File: src/rtl/qerv_bufreg_seq_if.sv
// Control interface between decode/dbus logic (master) and the bufreg sequencer (slave).
// QERV_SEQ_ABORT_EN adds the i_abort request and the o_trap pulse.
interface qerv_bufreg_seq_if #(
    parameter int unsigned LB = 2
);
    logic          i_start;
    logic          i_two_stage;
    logic          i_mem_op;
    logic          i_shift_op;
    logic [4:0]    i_shamt;
    logic          i_dbus_ack;
`ifdef QERV_SEQ_ABORT_EN
    logic          i_abort;
    logic          o_trap;
`endif
    logic          o_ready;
    logic          o_en;
    logic          o_init;
    logic          o_cnt0;
    logic          o_cnt1;
    logic [LB-1:0] o_shift_counter_lsb;
    logic          o_dbus_cyc;
    logic          o_done;

    modport master (
`ifdef QERV_SEQ_ABORT_EN
        output i_abort,
        input  o_trap,
`endif
        output i_start,
        output i_two_stage,
        output i_mem_op,
        output i_shift_op,
        output i_shamt,
        output i_dbus_ack,
        input  o_ready,
        input  o_en,
        input  o_init,
        input  o_cnt0,
        input  o_cnt1,
        input  o_shift_counter_lsb,
        input  o_dbus_cyc,
        input  o_done
    );

    modport slave (
`ifdef QERV_SEQ_ABORT_EN
        input  i_abort,
        output o_trap,
`endif
        input  i_start,
        input  i_two_stage,
        input  i_mem_op,
        input  i_shift_op,
        input  i_shamt,
        input  i_dbus_ack,
        output o_ready,
        output o_en,
        output o_init,
        output o_cnt0,
        output o_cnt1,
        output o_shift_counter_lsb,
        output o_dbus_cyc,
        output o_done
    );
endinterface

File: src/rtl/qerv_bufreg_seq.sv
// Beat sequencer for the nibble-serial bufreg/datapath: INIT, dbus WAIT or nibble SHIFT, RUN, DONE.
// Define QERV_SEQ_ABORT_EN to add i_abort/o_trap (abort of INIT, WAIT or SHIFT).
module qerv_bufreg_seq #(
    parameter int unsigned BITS_PER_CYCLE = 4,
    parameter int unsigned W              = 32,
    parameter int unsigned LB             = $clog2(BITS_PER_CYCLE),
    parameter int unsigned CW             = $clog2(W / BITS_PER_CYCLE)
) (
    input logic              i_clk,
    input logic              i_rst_n,
    qerv_bufreg_seq_if.slave bus
);

    typedef enum logic [2:0] {
        StIdle,
        StInit,
        StWait,
        StShift,
        StRun,
        StDone
    } state_e;

    // W/BITS_PER_CYCLE is a power of two, so the last beat is all-ones and cnt wraps to 0.
    localparam logic [CW-1:0] LastBeat = '1;

    state_e        state_q, state_d;
    logic [CW-1:0] cnt_q, cnt_d;
    logic [4:0]    shamt_q, shamt_d;
    logic          mem_q, mem_d;
    logic          shift_q, shift_d;
    logic [CW-1:0] shift_beats;

`ifdef QERV_SEQ_ABORT_EN
    logic          trap_q, trap_d;
    logic          abort_hit;
`endif

    // Whole-nibble part of the shift amount; the sub-nibble part goes out on o_shift_counter_lsb.
    assign shift_beats = CW'(shamt_q[4:LB]);

`ifdef QERV_SEQ_ABORT_EN
    assign abort_hit = bus.i_abort &&
                       ((state_q == StInit) || (state_q == StWait) || (state_q == StShift));
`endif

    always_ff @(posedge i_clk or negedge i_rst_n) begin
        if (!i_rst_n) begin
            state_q <= StIdle;
            cnt_q   <= '0;
            shamt_q <= '0;
            mem_q   <= 1'b0;
            shift_q <= 1'b0;
`ifdef QERV_SEQ_ABORT_EN
            trap_q  <= 1'b0;
`endif
        end else begin
            state_q <= state_d;
            cnt_q   <= cnt_d;
            shamt_q <= shamt_d;
            mem_q   <= mem_d;
            shift_q <= shift_d;
`ifdef QERV_SEQ_ABORT_EN
            trap_q  <= trap_d;
`endif
        end
    end

    always_comb begin
        state_d = state_q;
        cnt_d   = cnt_q;
        shamt_d = shamt_q;
        mem_d   = mem_q;
        shift_d = shift_q;
        unique case (state_q)
            StIdle: begin
                if (bus.i_start) begin
                    shamt_d = bus.i_shamt;
                    mem_d   = bus.i_two_stage & bus.i_mem_op;
                    shift_d = bus.i_two_stage & bus.i_shift_op;
                    cnt_d   = '0;
                    state_d = bus.i_two_stage ? StInit : StRun;
                end
            end
            StInit: begin
                cnt_d = cnt_q + 1'b1;
                if (cnt_q == LastBeat) begin
                    if (mem_q) begin
                        state_d = StWait;
                    end else if (shift_q && (shift_beats != '0)) begin
                        state_d = StShift;
                    end else begin
                        state_d = StRun;
                    end
                end
            end
            StWait: begin
                if (bus.i_dbus_ack) begin
                    state_d = StRun;
                end
            end
            StShift: begin
                // cnt counts nibble moves here and restarts at 0 for the RUN phase.
                if (cnt_q == shift_beats - 1'b1) begin
                    cnt_d   = '0;
                    state_d = StRun;
                end else begin
                    cnt_d = cnt_q + 1'b1;
                end
            end
            StRun: begin
                cnt_d = cnt_q + 1'b1;
                if (cnt_q == LastBeat) begin
                    state_d = StDone;
                end
            end
            StDone: begin
                state_d = StIdle;
            end
            default: begin
                state_d = StIdle;
                cnt_d   = '0;
            end
        endcase
`ifdef QERV_SEQ_ABORT_EN
        // Abort overrides everything, including a dbus ack in the same cycle.
        trap_d = abort_hit;
        if (abort_hit) begin
            state_d = StIdle;
            cnt_d   = '0;
        end
`endif
    end

    always_comb begin
        bus.o_ready             = 1'b0;
        bus.o_en                = 1'b0;
        bus.o_init              = 1'b0;
        bus.o_cnt0              = 1'b0;
        bus.o_cnt1              = 1'b0;
        bus.o_shift_counter_lsb = '0;
        bus.o_dbus_cyc          = 1'b0;
        bus.o_done              = 1'b0;
        unique case (state_q)
            StIdle: begin
                bus.o_ready = 1'b1;
            end
            StInit: begin
                bus.o_en   = 1'b1;
                bus.o_init = 1'b1;
                bus.o_cnt0 = (cnt_q == CW'(0));
                bus.o_cnt1 = (cnt_q == CW'(1));
            end
            StWait: begin
                bus.o_dbus_cyc = 1'b1;
            end
            StShift: begin
                bus.o_en                = 1'b1;
                bus.o_shift_counter_lsb = shift_q ? shamt_q[LB-1:0] : '0;
            end
            StRun: begin
                bus.o_en                = 1'b1;
                bus.o_cnt0              = (cnt_q == CW'(0));
                bus.o_cnt1              = (cnt_q == CW'(1));
                bus.o_shift_counter_lsb = shift_q ? shamt_q[LB-1:0] : '0;
            end
            StDone: begin
                bus.o_done = 1'b1;
            end
            default: begin
                bus.o_ready = 1'b0;
            end
        endcase
    end

`ifdef QERV_SEQ_ABORT_EN
    assign bus.o_trap = trap_q;
`endif

    // Every state drives exactly one of these, so a corrupted state shows up here.
    a_one_phase: assert property (@(posedge i_clk) disable iff (!i_rst_n)
        $onehot({bus.o_ready, bus.o_en, bus.o_dbus_cyc, bus.o_done}));
    a_cnt_needs_en: assert property (@(posedge i_clk) disable iff (!i_rst_n)
        (bus.o_cnt0 || bus.o_cnt1 || bus.o_init) |-> bus.o_en);

endmodule

File: src/flat_wrapper.sv
// flat-port wrapper written by rule: the top's interface ports become plain ports
module qerv_bufreg_seq_flat 
#(
    parameter int unsigned BITS_PER_CYCLE = 4,
    parameter int unsigned W              = 32,
    parameter int unsigned LB             = $clog2(BITS_PER_CYCLE),
    parameter int unsigned CW             = $clog2(W / BITS_PER_CYCLE)
)
  (i_clk, i_rst_n, bus_i_start, bus_i_two_stage, bus_i_mem_op, bus_i_shift_op, bus_i_shamt, bus_i_dbus_ack, bus_o_ready, bus_o_en, bus_o_init, bus_o_cnt0, bus_o_cnt1, bus_o_shift_counter_lsb, bus_o_dbus_cyc, bus_o_done);
  qerv_bufreg_seq_if #(.LB(LB)) bus_i ();
  input logic i_clk;
  input logic i_rst_n;
  input wire logic [$bits(bus_i.i_start)-1:0] bus_i_start;
  input wire logic [$bits(bus_i.i_two_stage)-1:0] bus_i_two_stage;
  input wire logic [$bits(bus_i.i_mem_op)-1:0] bus_i_mem_op;
  input wire logic [$bits(bus_i.i_shift_op)-1:0] bus_i_shift_op;
  input wire logic [$bits(bus_i.i_shamt)-1:0] bus_i_shamt;
  input wire logic [$bits(bus_i.i_dbus_ack)-1:0] bus_i_dbus_ack;
  output wire logic [$bits(bus_i.o_ready)-1:0] bus_o_ready;
  output wire logic [$bits(bus_i.o_en)-1:0] bus_o_en;
  output wire logic [$bits(bus_i.o_init)-1:0] bus_o_init;
  output wire logic [$bits(bus_i.o_cnt0)-1:0] bus_o_cnt0;
  output wire logic [$bits(bus_i.o_cnt1)-1:0] bus_o_cnt1;
  output wire logic [$bits(bus_i.o_shift_counter_lsb)-1:0] bus_o_shift_counter_lsb;
  output wire logic [$bits(bus_i.o_dbus_cyc)-1:0] bus_o_dbus_cyc;
  output wire logic [$bits(bus_i.o_done)-1:0] bus_o_done;
  assign bus_i.i_start = bus_i_start;
  assign bus_i.i_two_stage = bus_i_two_stage;
  assign bus_i.i_mem_op = bus_i_mem_op;
  assign bus_i.i_shift_op = bus_i_shift_op;
  assign bus_i.i_shamt = bus_i_shamt;
  assign bus_i.i_dbus_ack = bus_i_dbus_ack;
  assign bus_o_ready = bus_i.o_ready;
  assign bus_o_en = bus_i.o_en;
  assign bus_o_init = bus_i.o_init;
  assign bus_o_cnt0 = bus_i.o_cnt0;
  assign bus_o_cnt1 = bus_i.o_cnt1;
  assign bus_o_shift_counter_lsb = bus_i.o_shift_counter_lsb;
  assign bus_o_dbus_cyc = bus_i.o_dbus_cyc;
  assign bus_o_done = bus_i.o_done;
  qerv_bufreg_seq #(.BITS_PER_CYCLE(BITS_PER_CYCLE), .W(W), .LB(LB), .CW(CW)) u_core (.i_clk(i_clk), .i_rst_n(i_rst_n), .bus(bus_i));
endmodule
File: config.mk
export PLATFORM = sky130hd
export DESIGN_NAME = qerv_bufreg_seq_flat
export DESIGN_NICKNAME = d
export VERILOG_FILES = /design/src/rtl/qerv_bufreg_seq_if.sv /design/src/rtl/qerv_bufreg_seq.sv /design/src/flat_wrapper.sv
export SDC_FILE = /design/constraint.sdc
export NUM_CORES = 1
export LEC_CHECK = 0
export BUFFER_PORTS_ARGS = -buffer_cell sky130_fd_sc_hd__buf_2
export CELL_PAD_IN_SITES_DETAIL_PLACEMENT = 0
export CELL_PAD_IN_SITES_GLOBAL_PLACEMENT = 1
export CORE_MARGIN = 2
export CORE_UTILIZATION = 38
export DETAILED_ROUTE_END_ITERATION = 10
export PLACE_DENSITY_LB_ADDON = 0.08
export SYNTH_ARGS = -nofsm -noshare
export SYNTH_HDL_FRONTEND = slang
export SYNTH_SLANG_ARGS = --single-unit
File: constraint.sdc
create_clock -name i_clk -period 2.5 [get_ports i_clk]
set_input_delay 0.5 -clock i_clk [delete_from_list [all_inputs] [get_ports i_clk]]
set_output_delay 0.5 -clock i_clk [all_outputs]
set_load 0.01 [all_outputs]
* Yosys cells after proc, flatten, opt, wreduce, memory -nomap -nowiden
Cells that the tools add are included.
** Word-level totals
- Output and inout bits :: 9
- Flip-flop bits (word level) :: 13
- Input bits :: 12
** Operators by class
- Muxes and demuxes :: 21
- Bitwise gates (word level) :: 3
- Equality and inequality tests :: 13
- Add/sub/neg operators :: 2
- Reductions and logical operators :: 11
** Operators with widths (number)
- $mux 3 :: 10
- $pmux 3 s5 :: 1
- $pmux 3 s4 :: 1
- $eq 3x3->1 const B :: 3
- $mux 1 :: 7
- $eq 3x1->1 const B :: 2
- $eq 3x2->1 const B :: 2
- $logic_not 3->1 :: 2
- $ne 2x1->1 const B :: 3
- $reduce_or 2->1 :: 3
- $reduce_and 5->1 :: 1
- $mux 2 :: 2
- $ne 2x2->1 const B :: 2
- $reduce_and 2->1 :: 2
- $add 3x1->3 const B :: 1
- $eq 3x3->1 :: 1
- $reduce_bool 3->1 :: 1
- $reduce_or 3->1 :: 1
- $sub 3x1->3 const B :: 1
- $and 1x1->1 :: 2
- $logic_and 1x1->1 :: 1
- $not 1->1 :: 1

* Logic depth before layout (Yosys ltp)
Gate-level depths: netlist of the first run.
- Depth in word-level cells :: 6
- Mapped depth :: 6
- Mapped depth without buffers :: 6

* Worst setup path before layout of the first run
OpenSTA, ideal clock, no wires.
- Kind :: reg2out
- Start point :: reg u_core.state_q[0]
- End point :: out bus_o_cnt0
- Slack :: 0.752 ns
- Data required time :: 2.000 ns
- Path buffers :: 2
- Arrival :: 1.248 ns
- Stages on the path, launching flop included :: 6
- Cell sequence :: dfrtp_1 buf_4 buf_4 xnor2_1 or3_1 nor2_1
** On the way
- Cells in the longest elaborated chain, start to end :: 3
** Ends and longest elaborated chain
- start, declared :: line qerv_bufreg_seq.sv:26 : state_e state_q, state_d;
- start signal, assigned :: line qerv_bufreg_seq.sv:48 : state_q <= StIdle;
- start signal, assigned :: line qerv_bufreg_seq.sv:57 : state_q <= state_d;
- $eq 3x1->1 or $eq 3x3->1 (tied branches) :: line qerv_bufreg_seq.sv:143 : unique case (state_q)
- $reduce_or 2->1 (no source line) *
- $mux 1 *
- end, declared :: line flat_wrapper.sv:22 : output wire logic [$bits(bus_i.o_cnt0)-1:0] bus_o_cnt0;
Mark *: on every way between the ends. The rest lies on a longest branch, timed or not.

* Worst setup path after layout of the first run
- Start point :: reg u_core.state_q[1]
- End point :: out bus_o_shift_counter_lsb[1]
** On the way
- Cells in the longest elaborated chain, start to end :: 3
** Ends and longest elaborated chain
- $eq 3x2->1 or $eq 3x3->1 (tied branches) :: line qerv_bufreg_seq.sv:143
- $reduce_or 2->1 (no source line) *
- $mux 2 *
- end, declared :: line flat_wrapper.sv:24 : output wire logic [$bits(bus_i.o_shift_counter_lsb)-1:0] bus_o_shift_counter_lsb;
Marks and branches as above.

==> results of run 1 <==
==> cell type report <==
class,count,share of cell area (%)
clock buffers,4,2.509
flip-flops and latches,13,31.06
well taps,28,3.345
repair buffers,20,9.558
inverters,10,3.584
multi-input cells,69,49.94
==> flip-flops by register name (all words and copies together) (netlist names) <==
name,flops
u_core.shamt_q,5
u_core.cnt_q,3
u_core.state_q,3
u_core.mem_q,1
u_core.shift_q,1
==> Yosys cell counts, types with 2 or more instances <==
| cell type | number | area, µm² |
|---|---|---|
| a22o_1 | 2 | 17.52 |
| xnor2_1 | 4 | 35.03 |
| ha_1 | 6 | 75.07 |
| nor2_1 | 11 | 41.29 |
| nor2b_1 | 4 | 25.02 |
| nand2_1 | 5 | 18.77 |
| a211o_1 | 2 | 17.52 |
| nor4b_1 | 2 | 17.52 |
| buf_6 | 2 | 22.52 |
| mux2_2 | 5 | 56.30 |
| nor3_2 | 2 | 20.02 |
| buf_4 | 2 | 15.01 |
| dfrtp_1 | 13 | 325.3 |
| a21oi_1 | 2 | 10.01 |
| nor3_1 | 2 | 10.01 |
| inv_1 | 10 | 37.54 |
| nand2b_1 | 2 | 12.51 |
| o21ai_0 | 4 | 20.02 |
==> power by group through the flow <==
| stage | clock, µW | combinational, µW | sequential [µW] |
|---|---|---|---|
| floorplan | 0 | 711 | 365 |
| global placement | 0 | 747 | 463 |
| detailed placement | 0 | 744 | 464 |
| CTS | 143 | 751 | 460 |
| global route | 148 | 849 | 486 |
| finish | 133 | 738 | 462 |
==> per-layer routing <==
layer / vias to the layer above / routed length [µm]
li1: 367 / -
met3: 5 / 64
met5: - / 0
met2: 18 / 781
met4: 0 / 44
met1: 332 / 890
==> per-stage QoR <==
stage	total power (µW)	hold slack, ns	cell area [µm²]	utilization [%]
global placement	1210	0.4096	1021	45.28
CTS	1353	0.09894	1047	46.45
floorplan	1076	0.2044	928.4	-
detailed placement	1209	0.4111	1021	45.28
finish	1334	0.09467	1047	46.45
global route	1483	0.1047	1047	46.45
==> worst paths after layout <==
check                                   from                         end  depth (start not counted)
max                        u_core.state_q[1]  bus_o_shift_counter_lsb[1]                          5
max in group asynchronous            i_rst_n           u_core.shamt_q[2]                          1
min                                  i_rst_n                u_core.mem_q                          1
max reg2reg                  u_core.cnt_q[0]           u_core.state_q[0]                          6
min in group i_clk            bus_i_shamt[4]           u_core.shamt_q[4]                          2
min reg2reg                u_core.shamt_q[3]           u_core.shamt_q[3]                          1
==> logic make-up (layout without fill, tap and decap cells) <==
family,after synthesis,after routing
fa+ha+maj,6,6
mux,6,6
buf+inv,15,34
compound gates,19,19
xor+xnor,5,5
flops,13,13
simple gates,33,33
==> reports/qor.yml, run 1 <==
status: "complete, no violations"
async_reset_ff_share_pct: 100.0
diodes: 0
arrival_ns: 1.70
switchingPower_uw: 564.5
numCtsBuffers: 3
grt_util_met1_pct: 22.38
required_ns: 2.00
final-setup-viol-count: 0
grt_pass1_vias: 667
gr-usage-met2_pct: 21.60
dieArea_mm2: 0.002855
netlist_area_um2: 928.4
synthAdderAreaFrac_pct: 8.086
initial_core_util_pct: 41.18
worst-path-max-fanout: 14
worst_clock_skew_ns: 0.004634
pwr-share-clk_pct: 10.0
drtAntennaViolNets: 0
worstSetupPathType: "reg2out"
seq_area_um2: 325.3
grt_overflow: 0
drv_slew: 0
drtIter0Drc: 12
crit_family: "flip-flops"
regToRegSetupSlack_ns: 0.70
maxCapViolations: 0
die_h_um: 53.43
pre_cts_ws_ns: 0.6351
die_w_um: 53.43
synth_seq_area_share_pct: 35.04
crit_chain: "nor2b_1 > a22oi_1 > nand2b_1 > nor2_1 > buf_2"
drcViolationCount: 0
syn_area_per_cell_um2: 9.571
synth_top_family_by_area: "simple AND/OR/NAND/NOR gates"
p_int_uw: 769.0
cts_root_buf: "clkbuf_4"
final_cells: 144
peakVddDrop_uv: 508.5
totalWireLength_mm: 1.781
combPwrFrac_pct: 55.3
numClockSinks: 13
mostFrequentLayoutCells: "buf_2 (20), dfrtp_1 (13), nor2_1 (11)"
cts.clk_slew.worst_paths_ns: 0.08
holdBufCountCts: 0
htreeDepth: 1
power.leakage_uw: 0.0005265
grt_usage_pct: 15.40
grt_pass1_wl_mm: 3.084
fillers: 248
clk_latency_ns: 0.28
synth-compound-area-share_pct: 15.36
dpl.cell_count: 140
synthDistinctLibCells: 35
critPathCaptureType: "output pin"
worstMarginPinSlew_ns: 0.5992
portBuffers: 20
grt_antenna_before_repair: 0
grt_setup_unrepaired: "false"
gp_congestion: 0.6920
startpoint_type: "flop"
synth-main-ff-cell: "dfrtp_1"
grt.busiest_layer: "met1"
final_common_cell: "buf_2"
min_period_ns: 2.197
power_density_mw_per_mm2: 1273
switching_share_pct: 42.33
muxShareOfSynthArea_pct: 7.143
period_share_pct: 87.87
cts_resized: 0
routedWlPerCell_um: 12.37
tns_ns: 0
hpwlAfterDp_mm: 1.322
hold_path.class: "in2async"
fp-row-count: 17
crit_buf_inv: 1
cts_buffer_depth: 2
hold_viol: 0
coreArea_mm2: 0.002255
grt_max_degree: 18
multi_input_area_um2: 523.0
synth_warnings: 0
drt_first_pass_iters: 4
cts_tree: "done"
yosys.area_share.simple_pct: 19.41
synth_nets: 115
max_stage_delay_ns: 0.61
post_cts.repair.setup_buffers: 0
gr-usage-met3_pct: 1.695
max-slew-margin-rel_pct: 60.06
drive_above_1_share_pct: 28.45
syn_to_final_growth_pct: 12.80
synthCells: 97
ios: 21
vias_per_cell: 5.014
ys_ff_latch: 13
synth_xor_area_share_pct: 6.334
synth-edff-count: 0
worst_slack_ns: 0.3032
fmax_mhz: 455.2
fin_nets: 135
critical-path-slowest-cell: "dfrtp_1"
vias: 722
seq_power_share_pct: 34.7
Note: power is estimated with default switching activity, not from simulation.
==> run 2: changes to the inputs <==
--- a/config.mk
+++ b/config.mk
@@ -12,6 +12,7 @@
 export CORE_UTILIZATION = 38
 export DETAILED_ROUTE_END_ITERATION = 10
 export PLACE_DENSITY_LB_ADDON = 0.08
+export SETUP_SLACK_MARGIN = 0.4
 export SYNTH_ARGS = -nofsm -noshare
 export SYNTH_HDL_FRONTEND = slang
 export SYNTH_SLANG_ARGS = --single-unit
==> reports/qor.yml, run 2 (synthesis results as in run 1) <==
status: "complete, no violations"
worst-path-max-fanout: 9  # -5
crit_chain: "buf_4 > or3_1 > nor2_1 > buf_2"
reg.largest.list: "u_core.shamt_q: 5 flops, u_core.cnt_q: 3 flops, u_core.state_q: 3 flops"
final-setup-viol-count: 0  # unchanged
grt_overflow: 0  # unchanged
period_share_pct: 80.99  # -6.9 points
highest-signal-layer: "met4"
dpl.cell_count: 140  # unchanged
drt_first_pass_iters: 4  # unchanged
whs_ns: 0.09415  # -0.0005279 ns
arrival_ns: 1.52  # -0.18 ns
seq_area_um2: 329.1  # +1.2%
met1_length_um: 958  # +7.6%
power.leakage_uw: 0.0005729  # +8.8%
final_cell_area_mm2: 0.001129  # +7.8%
gp_congestion: 0.6920  # unchanged
fmax_mhz: 493.9  # +8.5%
power_density_mw_per_mm2: 1277  # +0.27%
wl_met3_um: 64  # unchanged
final_cells: 154  # +6.9%
crit_family: "flip-flops"
final_common_cell: "buf_2"
grt_usage_pct: 15.57  # +0.17 points
grt_antenna_before_repair: 0  # unchanged
multi_input_area_um2: 525.5  # +0.48%
place_area_mm2: 0.001021  # unchanged
worst_clock_skew_ns: 0.006660  # +0.002026 ns
max_stage_delay_ns: 0.47  # -0.14 ns
syn_to_final_growth_pct: 21.56
min_period_ns: 2.025  # -0.1721 ns
drv_slew: 0  # unchanged
vias: 754  # +4.4%
critical-path-slowest-cell: "dfrtp_2"
maxCapViolations: 0  # unchanged
worstMarginPinSlew_ns: 0.4268  # -0.1724 ns
max_flop_register: "u_core.shamt_q"
cts.clk_slew.worst_paths_ns: 0.09  # about the same
hold_path.class: "in2async"
routed-wl-met2_um: 815  # +4.4%
mostFrequentLayoutCells: "buf_2 (20), nor2_1 (11), inv_1 (10), buf_4 (10), dfrtp_1 (10)"
crit_buf_inv: 2  # +1
numCtsBuffers: 3  # unchanged
hold_viol: 0  # unchanged
worstSetupPathType: "reg2out"
drcViolationCount: 0  # unchanged
coreArea_mm2: 0.002255  # unchanged
fp-row-count: 17  # unchanged
holdBufCountCts: 0  # unchanged
fin_nets: 145  # +7.4%
fin_util_pct: 50.06  # +3.6 points
ios: 21  # unchanged
cts_root_buf: "clkbuf_4"
initial_core_util_pct: 41.18  # unchanged
drtIter0Drc: 3  # -9
grt_pass1_vias: 676  # +1.3%
grt_setup_unrepaired: "false"
fillers: 240  # -3.2%
die_w_um: 53.43  # unchanged
peakVddDrop_uv: 490.3  # -3.6%
drive_above_1_share_pct: 37.30  # +8.9 points
clk_latency_ns: 0.28  # about the same
routedWlPerCell_um: 12.23  # -1.1%
drtAntennaViolNets: 0  # unchanged
diodes: 0  # unchanged
hpwlAfterDp_mm: 1.322  # unchanged
critPathCaptureType: "output pin"
vias_per_cell: 4.896  # -2.3%
largest_register_ffs: 5  # unchanged
max-slew-margin-rel_pct: 71.15  # +11 points
tns_ns: 0  # unchanged
numClockSinks: 13  # unchanged
totalWireLength_mm: 1.883  # +5.7%
htreeDepth: 1  # unchanged
cts_tree: "done"
portBuffers: 20  # unchanged
grt_pass1_wl_mm: 3.118  # +1.1%
die_h_um: 53.43  # unchanged
dieArea_mm2: 0.002855  # unchanged
grt_max_degree: 18  # unchanged
cts_buffer_depth: 2  # unchanged
required_ns: 2.00  # about the same
startpoint_type: "flop"
## run 2: cell type report
class | instances | area share, %
Clock buffer | 4 | 2.328
Inverter | 10 | 3.326
Multi-Input combinational cell | 69 | 46.56
Sequential cell | 13 | 29.16
Tap cell | 28 | 3.104
Timing Repair Buffer | 30 | 15.52
## run 2: power by group
part | total (µW) | switching [µW] | internal (µW)
clock | 135 | 72.9 | 62.0
combinational | 871 | 390 | 480
sequential | 436 | 124 | 311
## run 2: routing by layer
metal / vias to the layer above / global-route usage [%]
li1: 388 / -
met4: 0 / 8.974
met2: 18 / 22.02
met1: 343 / 22.51
met3: 5 / 1.695
met5: - / 0
## run 2: worst paths after layout
kind	startpoint	endpoint	slack, ns	cells past startpoint
max	u_core.state_q[1]	bus_o_cnt1	0.48	4
min	i_rst_n	u_core.mem_q	0.09	1
max reg2reg	u_core.cnt_q[0]	u_core.state_q[0]	0.69	6
min reg2reg	u_core.shamt_q[3]	u_core.shamt_q[3]	0.51	1
max in group asynchronous	i_rst_n	u_core.state_q[0]	2.15	1
min in group i_clk	bus_i_shamt[4]	u_core.shamt_q[4]	0.44	2
## run 2: per-stage QoR
stage / power, µW / setup slack, ns
finish: 1441 / 0.4753
global route: 1593 / 0.4102
CTS: 1358 / 0.4144
detailed placement: 1209 / 0.6351
global placement: 1210 / 0.6597
floorplan: 1076 / 0.7517
## run 2: timing repair
item                                    in CTS  in global routing
resized for setup                            3                  1
endpoints found under the setup margin       5                  5
buffers inserted                             0                 10
==> run 3: changes to the inputs <==
==> constraint.sdc (replaced) <==
create_clock -name i_clk -period 1.95 [get_ports i_clk]
set_input_delay 0.39 -clock i_clk [delete_from_list [all_inputs] [get_ports i_clk]]
set_output_delay 0.39 -clock i_clk [all_outputs]
set_load 0.01 [all_outputs]
==> reports/qor.yml, run 3 (synthesis results as in run 1) <==
gp_congestion: 0.7225  # +4.4%
worst_slack_ns: 0.07793  # -0.3974 ns
grt_max_degree: 14  # -4
drv_slew: 0  # unchanged
switching_share_pct: 40.83  # +0.083 points
grt_pass1_vias: 768  # +14%
largest_register_ffs: 5  # unchanged
tns_ns: 0  # unchanged
cts_root_buf: "clkbuf_4"
period_share_pct: 96.00
critPathCaptureType: "output pin"
crit_buf_inv: 1  # -1
seq_power_share_pct: 22.0  # -8.2 points
seq_area_um2: 329.1  # unchanged
pre_cts_ws_ns: 0.2305  # -0.4046 ns
numCtsBuffers: 3  # unchanged
die_h_um: 53.43  # unchanged
cts_buffer_depth: 2  # unchanged
drt_first_pass_iters: 2  # -2
switchingPower_uw: 1008  # +72%
portBuffers: 20  # unchanged
drtAntennaViolNets: 0  # unchanged
max-slew-margin-rel_pct: 79.37  # +8.2 points
worst_r2r_startpoint: "u_core.state_q[2]"
worstSetupPathType: "reg2out"
crit_chain: "xnor2_2 > or3_4 > nor2_2 > buf_2"
vias_per_cell: 4.982  # +1.8%
grt_setup_unrepaired: "true"
status: "complete, no violations"
numClockSinks: 13  # unchanged
dieArea_mm2: 0.002855  # unchanged
max_stage_delay_ns: 0.49  # +0.02 ns
grt_overflow: 0  # unchanged
power_density_mw_per_mm2: 1747  # +37%
holdCritStartpoint: "bus_i_shamt[1]"
arrival_ns: 1.48  # -0.04 ns
fp-row-count: 17  # unchanged
drive_above_1_share_pct: 59.12  # +22 points
fin_nets: 156  # +7.6%
fin_util_pct: 62.65  # +13 points
cts.clk_slew.worst_paths_ns: 0.09  # about the same
rr_worst_depth: 6  # unchanged
worst-path-max-fanout: 6  # -3
critical-path-slowest-cell: "dfrtp_2"
cts_tree: "done"
fillers: 213  # -11%
clk_latency_ns: 0.28  # about the same
min_period_ns: 1.872
combPwrFrac_pct: 70.9  # +11 points
hold_viol: 0  # unchanged
maxCapViolations: 0  # unchanged
r2r-end: "u_core.state_q[0]"
routedWlPerCell_um: 13.20  # +8.0%
htreeDepth: 1  # unchanged
regToRegSetupSlack_ns: 0.28  # -0.41 ns
totalWireLength_mm: 2.178  # +16%
p_int_uw: 1461  # +71%
power.leakage_uw: 0.0006685  # +17%
multi_input_area_um2: 703.2  # +34%
cp_num_cells: 4  # unchanged
final-setup-viol-count: 0  # unchanged
coreArea_mm2: 0.002255  # unchanged
max_flop_register: "u_core.shamt_q"
fmax_mhz: 534.2
drcViolationCount: 0  # unchanged
worst_clock_skew_ns: 0.005822  # -0.0008375 ns
worstMarginPinSlew_ns: 0.3094  # -0.1174 ns
reg.largest.list: "u_core.shamt_q: 5 flops, u_core.cnt_q: 3 flops, u_core.state_q: 3 flops"
drtIter0Drc: 2  # -1
pwr-share-clk_pct: 7.0  # -2.4 points
startpoint_type: "flop"
die_w_um: 53.43  # unchanged
grt_pass1_wl_mm: 3.270  # +4.9%
vias: 822  # +9.0%
hpwlAfterDp_mm: 1.418  # +7.3%
crit_family: "flip-flops"
ios: 21  # unchanged
cp-endpoint: "bus_o_cnt0"
required_ns: 1.56  # -0.44 ns
diodes: 0  # unchanged
grt_usage_pct: 15.85  # +0.27 points
initial_core_util_pct: 41.18  # unchanged
final_common_cell: "buf_2"
grt_antenna_before_repair: 0  # unchanged
peakVddDrop_uv: 899.8  # +84%
hold_path.class: "in2reg"
critPathLaunch: "u_core.state_q[2]"
mostFrequentLayoutCells: "buf_2 (19), buf_4 (16), dfrtp_1 (10)"
syn_to_final_growth_pct: 52.16
==> run 3: cell types whose count changed in the layout (fill, tap and decap cells not counted), moves of 3 or more <==
cell    delta
ha_1       -4
nor2_1     -3
nor2_2     +3
ha_4       +3
buf_4      +6
buf_6      +5
==> run 3: what timing repair did <==
action,in CTS,in global routing
setup buffers,8,9
endpoints found under the setup margin,15,15
endpoints found under the hold margin,13,0
gates resized for setup,15,27
pin swaps,14,11
hold buffers,1,0
==> run 3: worst register-to-register path: stages, from the launching register on <==
cell and delay [ns]:
dfrtp_2 0.49, buf_6 0.15, buf_6 0.11, buf_4 0.13, or4b_4 0.48, o32ai_4 0.10, o22a_1 0.15
==> run 3: stage by stage <==
step / hold slack (ns) / cell area (µm²) / total power, µW / std cells
after global placement: 0.2947 / 1049 / 1595 / 143
after detailed placement: 0.2970 / 1049 / 1615 / 143
after global routing: 0.3423 / 1413 / 2658 / 165
after floorplan: 0.09441 / 940.9 / 1413 / 97
after CTS: 0.3301 / 1189 / 2013 / 156
final: 0.3396 / 1413 / 2468 / 165
==> run 3: worst min-delay path by stage <==
stage	end	slack (ns)	cells after the start
3_3_place_gp	u_core.mem_q	0.29	1
3_5_place_dp	u_core.mem_q	0.30	1
4_1_cts	u_core.shamt_q[1]	0.33	2
5_1_grt	u_core.shamt_q[1]	0.34	2
6_report	u_core.shamt_q[1]	0.34	2
2_1_floorplan	u_core.cnt_q[0]	0.09	0
==> run 3: area by class of cell <==
type | instances | share of cell area, %
clock buffers | 4 | 1.860
inverters | 10 | 2.657
multi-input cells | 69 | 49.78
flip-flops and latches | 13 | 23.30
well taps | 28 | 2.480
repair buffers | 41 | 19.93
==> run 3: power by group through the flow <==
stage	clock network, µW	registers (µW)	logic (µW)
4_1_cts	179	520	1310
3_5_place_dp	0	558	1060
5_1_grt	187	567	1900
6_report	173	544	1750
3_3_place_gp	0	552	1040
2_1_floorplan	0	471	942
==> run 3: per-layer routing <==
metal / wire [µm] / vias up / GRT usage [%]
li1: - / 410 / -
met1: 997 / 383 / 20.56
met2: 1032 / 23 / 25.93
met3: 110 / 6 / 2.542
met4: 38 / 0 / 6.410
met5: 0 / - / 0
